===== src/rtl/mpx_stereo_decoder_192.sv =====
// Stereo MPX decoder: coherent 38 kHz demodulation, 4:1 integrate-and-dump to 48 kHz L/R.
// Optional output de-emphasis when MPX_DEC_DEEMPH_EN is defined.
module mpx_stereo_decoder_192 #(
  parameter int unsigned MPX_W     = 24,
  parameter int unsigned OUT_W     = 18,
  parameter int unsigned PHASE_W   = 16,
  parameter int unsigned PHASE_INC = 12971
`ifdef MPX_DEC_DEEMPH_EN
  ,
  parameter int unsigned DEEMPH_SH = 3
`endif
) (
  input  logic                    clk_i,
  input  logic                    rst_ni,
  input  logic                    clken_192_i,
  input  logic signed [MPX_W-1:0] mpx_in_i,
  input  logic                    sync_i,
  input  logic                    mono_i,
  output logic signed [OUT_W-1:0] l_out_o,
  output logic signed [OUT_W-1:0] r_out_o,
  output logic                    out_valid_o
);

  localparam int unsigned SUM_W  = MPX_W + 2;
  localparam int unsigned DIFF_W = MPX_W + 10;
  localparam int unsigned PROD_W = MPX_W + 8;
  localparam int unsigned CALC_W = MPX_W + 4;
  localparam int unsigned OUT_SH = 1 + MPX_W - OUT_W;

  localparam logic signed [CALC_W-1:0] SAT_HI = CALC_W'((2 ** (OUT_W - 1)) - 1);
  localparam logic signed [CALC_W-1:0] SAT_LO = ~SAT_HI;

  logic        [PHASE_W-1:0] phase_q, phase_d;
  logic        [1:0]         count_q, count_d;
  logic signed [SUM_W-1:0]   sum_q, sum_d;
  logic signed [DIFF_W-1:0]  diff_q, diff_d;
  logic signed [OUT_W-1:0]   l_q, l_d, r_q, r_d;
  logic                      valid_q, valid_d;

  // First quadrant of round(127*sin(2*pi*k/64)), k = 0..16.
  function automatic logic [6:0] quarter_sine(input logic [4:0] q);
    logic [6:0] m;
    m = 7'd0;
    case (q)
      5'd0:  m = 7'd0;
      5'd1:  m = 7'd12;
      5'd2:  m = 7'd25;
      5'd3:  m = 7'd37;
      5'd4:  m = 7'd49;
      5'd5:  m = 7'd60;
      5'd6:  m = 7'd71;
      5'd7:  m = 7'd81;
      5'd8:  m = 7'd90;
      5'd9:  m = 7'd98;
      5'd10: m = 7'd106;
      5'd11: m = 7'd112;
      5'd12: m = 7'd117;
      5'd13: m = 7'd122;
      5'd14: m = 7'd125;
      5'd15: m = 7'd126;
      5'd16: m = 7'd127;
      default: m = 7'd0;
    endcase
    return m;
  endfunction

  function automatic logic signed [7:0] sine_lut(input logic [5:0] k);
    logic [4:0] q;
    logic [7:0] mag;
    q   = k[4] ? 5'(6'd32 - {1'b0, k[4:0]}) : {1'b0, k[3:0]};
    mag = {1'b0, quarter_sine(q)};
    return k[5] ? 8'(-mag) : mag;
  endfunction

  function automatic logic signed [OUT_W-1:0] sat(input logic signed [CALC_W-1:0] v);
    if (v > SAT_HI) return OUT_W'(SAT_HI);
    if (v < SAT_LO) return OUT_W'(SAT_LO);
    return OUT_W'(v);
  endfunction

  // A coincident sync restarts the frame before the sample is taken.
  logic        [PHASE_W-1:0] phase_base_c;
  logic        [1:0]         count_base_c;
  logic signed [SUM_W-1:0]   sum_base_c;
  logic signed [DIFF_W-1:0]  diff_base_c;
  logic signed [7:0]         carrier_c;
  logic signed [PROD_W-1:0]  prod_c;

  assign phase_base_c = sync_i ? '0 : phase_q;
  assign count_base_c = sync_i ? '0 : count_q;
  assign sum_base_c   = sync_i ? '0 : sum_q;
  assign diff_base_c  = sync_i ? '0 : diff_q;
  assign carrier_c    = sine_lut(phase_base_c[PHASE_W-1 -: 6]);
  assign prod_c       = PROD_W'(mpx_in_i) * PROD_W'(carrier_c);

  logic signed [SUM_W-1:0]  sum_tot;
  logic signed [DIFF_W-1:0] diff_tot;
  logic signed [CALC_W-1:0] sum_avg, diff_avg, l_full, r_full;
  logic signed [OUT_W-1:0]  l_sat, r_sat;
`ifdef MPX_DEC_DEEMPH_EN
  logic signed [OUT_W:0]    l_dl, r_dl;
`endif

  // Next-state: accumulate, dump on the fourth sample, sync restart.
  always_comb begin
    phase_d  = phase_base_c;
    count_d  = count_base_c;
    sum_d    = sum_base_c;
    diff_d   = diff_base_c;
    l_d      = l_q;
    r_d      = r_q;
    valid_d  = 1'b0;
    sum_tot  = sum_base_c + SUM_W'(mpx_in_i);
    diff_tot = diff_base_c + DIFF_W'(prod_c);
    sum_avg  = CALC_W'(sum_tot >>> 2);
    diff_avg = CALC_W'(diff_tot >>> 8);
    if (mono_i) begin
      l_full = sum_avg >>> OUT_SH;
      r_full = sum_avg >>> OUT_SH;
    end else begin
      l_full = (sum_avg + diff_avg) >>> OUT_SH;
      r_full = (sum_avg - diff_avg) >>> OUT_SH;
    end
    l_sat = sat(l_full);
    r_sat = sat(r_full);
`ifdef MPX_DEC_DEEMPH_EN
    l_dl = (OUT_W+1)'(l_sat) - (OUT_W+1)'(l_q);
    r_dl = (OUT_W+1)'(r_sat) - (OUT_W+1)'(r_q);
`endif
    if (clken_192_i) begin
      phase_d = phase_base_c + PHASE_W'(PHASE_INC);
      if (count_base_c == 2'd3) begin
        count_d = '0;
        sum_d   = '0;
        diff_d  = '0;
        valid_d = 1'b1;
`ifdef MPX_DEC_DEEMPH_EN
        l_d = OUT_W'((OUT_W+1)'(l_q) + (l_dl >>> DEEMPH_SH));
        r_d = OUT_W'((OUT_W+1)'(r_q) + (r_dl >>> DEEMPH_SH));
`else
        l_d = l_sat;
        r_d = r_sat;
`endif
      end else begin
        count_d = count_base_c + 2'd1;
        sum_d   = sum_tot;
        diff_d  = diff_tot;
      end
    end
  end

  always_ff @(posedge clk_i or negedge rst_ni) begin
    if (!rst_ni) begin
      phase_q <= '0;
      count_q <= '0;
      sum_q   <= '0;
      diff_q  <= '0;
      l_q     <= '0;
      r_q     <= '0;
      valid_q <= 1'b0;
    end else begin
      phase_q <= phase_d;
      count_q <= count_d;
      sum_q   <= sum_d;
      diff_q  <= diff_d;
      l_q     <= l_d;
      r_q     <= r_d;
      valid_q <= valid_d;
    end
  end

  assign l_out_o     = l_q;
  assign r_out_o     = r_q;
  assign out_valid_o = valid_q;

endmodule


===== config.mk =====
export PLATFORM = sky130hd
export DESIGN_NAME = mpx_stereo_decoder_192
export DESIGN_NICKNAME = d
export VERILOG_FILES = /design/src/rtl/mpx_stereo_decoder_192.sv
export SDC_FILE = /design/constraint.sdc
export NUM_CORES = 1
export LEC_CHECK = 0
export ABC_AREA = 1
export CAP_MARGIN = 10
export CORE_ASPECT_RATIO = 1.5
export CORE_MARGIN = 5
export CORE_UTILIZATION = 40
export CTS_CLUSTER_SIZE = 8
export DETAILED_ROUTE_END_ITERATION = 16
export PLACE_DENSITY = 0.55
export SYNTH_ARGS = -nofsm -noshare
export SYNTH_HDL_FRONTEND = slang
export SYNTH_SLANG_ARGS = --single-unit

===== constraint.sdc =====
create_clock -name clk_i -period 11.4 [get_ports clk_i]
set_input_delay 3.42 -clock clk_i [delete_from_list [all_inputs] [get_ports clk_i]]
set_output_delay 3.42 -clock clk_i [all_outputs]
set_load 0.05 [all_outputs]

==> impl_metrics.tcl <==
set metrics [dict create \
    status "finished, violations left" \
    failed_checks "negative setup slack" \
    drive_gt1_frac 0.308 \
    cts_sinks 115 \
    wl_per_cell_um 20.0 \
    overflow 0 \
    finalSetupViolations 34 \
    io_pins 66 \
    grt_pass1_vias 19900 \
    arrival_ns 11.88 \
    areaGrowthSynthToFinish_pct 42.6 \
    fin_crit_ns 11.55 \
    min_period_over_period 1.01 \
    critPathCaptureType "register" \
    synth_top_area_cell "fa_1" \
    synthCells 2493 \
    synth.top_cell.area_share 0.215 \
    worst_slew_pin_slew_ns 0.916 \
    rsz0062_at_grt "true" \
    max-clock-path-buffers 2 \
    coreArea_mm2 0.0446 \
    postCtsHoldBufs 0 \
    finalMaxSlewViolations 0 \
    nNetsFinal 3394 \
    die_area_mm2 0.0493 \
    clock_skew_ns 0.0154 \
    yosysMostFrequentCell "nand2_1" \
    yosysSeqAreaShare 0.160 \
    critPathRequiredTime_ns 11.73 \
    path_class "in2reg" \
    rows 95 \
    cts-root-buf "clkbuf_16" \
    synthTopCellsByCount "493 x nand2_1, 440 x inv_1, 328 x nor2_1, 193 x fa_1, 192 x a21oi_1" \
    cts_buffers 17 \
    gp_congestion 0.957 \
    n_fill_cell 4239 \
    hold_violations 0 \
    drt_pass1_iterations 5 \
    cp_slowest_cell "fa_1" \
    via_count 18700 \
    async_flop_share 1.00 \
    grtUsageTotal 0.293 \
    ys_warn_count 0 \
    fin_cells 3609 \
    ant_nets 0 \
    cts_tree "done" \
    htreeDepth 4 \
    max_cap_violations 0 \
    clk_pin_slew_worst_paths_ns 0.06 \
    die_x_um 183 \
    whs_ns 0.476 \
    start_util 0.403 \
    relSlewSlack 0.387 \
    ys.flop_type "dfrtp_1" \
    drtIter0Drc 920 \
    critPathLaunchType "input pin" \
    fmax_mhz 86.6 \
    crit_fanout 5 \
    clkLatencyLatePin_ns 0.45 \
    grt_pass1_wl_mm 113 \
    grt_max_degree 65 \
    yosys-top-cells-area "fa_1 22%, dfrtp_1 16%, ha_1 11%" \
    cp_slowest_stage_delay_ns 0.54 \
    synth_seq_cells 115 \
    vias_per_cell 5.19 \
    fin_ws_ns -0.151 \
    die-height_um 269 \
    synth_cell_types 54 \
    port-buffer-count 65 \
    drt_wl_total_mm 72.1 \
    synth_area_mm2 0.0179 \
    synth-edff-count 0 \
    hpwl_mm 59.0 \
    syn_nets 2874 \
    post-place-cells 3496 \
    drc_errors 0 \
    hold_class "reg2reg" \
    antenna_found_initial 1 \
    syn_area_per_cell_um2 7.20 \
    cpMostUsedCell "inv_2" \
]
==> cell families (layout without fill, tap and decap cells) <==
kind of cell               Yosys count  in the layout  share of synthesized area
and+or+nand+nor                   1017           1017                      0.235
DFF                                115            115                      0.160
AOI/OAI and AO/OA                  426            426                      0.135
adders and majority gates          352            352                      0.326
buffers and inverters              521           1054                      0.113
other                                0              1                          0
xor gates and xnor gates            62             62                     0.0303
==> routing by layer <==
layer	global-route usage	vias to the layer above	wire [um]	part of all wire
met1	0.316	9167	26200	0.36
met5	0	-	0	0
met4	0.159	0	4950	0.069
met2	0.545	454	38500	0.53
li1	-	8915	-	-
met3	0.0372	186	2450	0.034
==> layout make-up <==
class | instances | area [um2] | area share
Clock buffer | 18 | 439 | 0.0172
Tap cell | 582 | 728 | 0.0285
Clock inverter | 14 | 168 | 0.00655
Multi-Input combinational cell | 1857 | 14800 | 0.580
Antenna cell | 1 | 2.50 | 0.0000978
Timing Repair Buffer | 571 | 4810 | 0.188
Sequential cell | 115 | 2880 | 0.112
Inverter | 451 | 1720 | 0.0672
==> layout by cell type (no fill, tap or decap), types with 87 or more instances in the layout <==
cell type and count:
inv_1 406, dfrtp_1 115, ha_1 114, fa_1 187, a21oi_1 108, nand2_1 429
nand3_1 87, nor2_1 293, buf_4 463
==> worst max-delay path: cells and delay by family <==
kind / cells / cell delay [ns]
simple gates: 20 / 2.11
fa+ha+maj: 9 / 3.55
buf+inv: 16 / 1.31
xor+xnor: 1 / 0.12
compound gates: 9 / 1.33
==> sequential cells by signal, summed over array words and instances, names as in the netlist <==
| signal | count |
|---|---|
| count_q | 2 |
| diff_q | 34 |
| l_out_o | 18 |
| out_valid_o | 1 |
| phase_q | 16 |
| r_out_o | 18 |
| sum_q | 26 |
==> final timing paths <==
path | endpoint | from | slack, ns | depth (start not counted)
setup reg to reg | r_out_o[7]$_DFFE_PN0P_ | phase_q[10]$_DFF_PN0_ | 2.55 | 53
hold / removal | phase_q[15]$_DFF_PN0_ | phase_q[15]$_DFF_PN0_ | 0.48 | 1
setup / recovery | r_out_o[7]$_DFFE_PN0P_ | sync_i | -0.15 | 55
hold reg to reg | phase_q[15]$_DFF_PN0_ | phase_q[15]$_DFF_PN0_ | 0.48 | 1
min in group asynchronous | l_out_o[2]$_DFFE_PN0P_ | rst_ni | 3.06 | 1
max in group asynchronous | diff_q[21]$_DFF_PN0_ | rst_ni | 6.97 | 2
==> stage by stage <==
stage	setup TNS, ns	cell area [um2]	setup slack (ns)	util
6_report	-3.73	25600	-0.151	0.574
5_1_grt	-17.97	25600	-0.555	0.574
4_1_cts	-1.98	24600	-0.118	0.551
3_5_place_dp	-36.53	22500	-1.07	0.505
3_3_place_gp	-33.86	22500	-1.01	0.505
2_1_floorplan	-1.72	18200	-0.150	-
==> what timing repair did <==
item,in CTS,in global routing
resized for setup,213,205
setup endpoints to repair,36,37
setup buffers,48,33
gates cloned,5,3
pin swaps,73,75
Power is not shown: default switching activity piles up to over one toggle a cycle in this logic, so the estimate is an artifact.
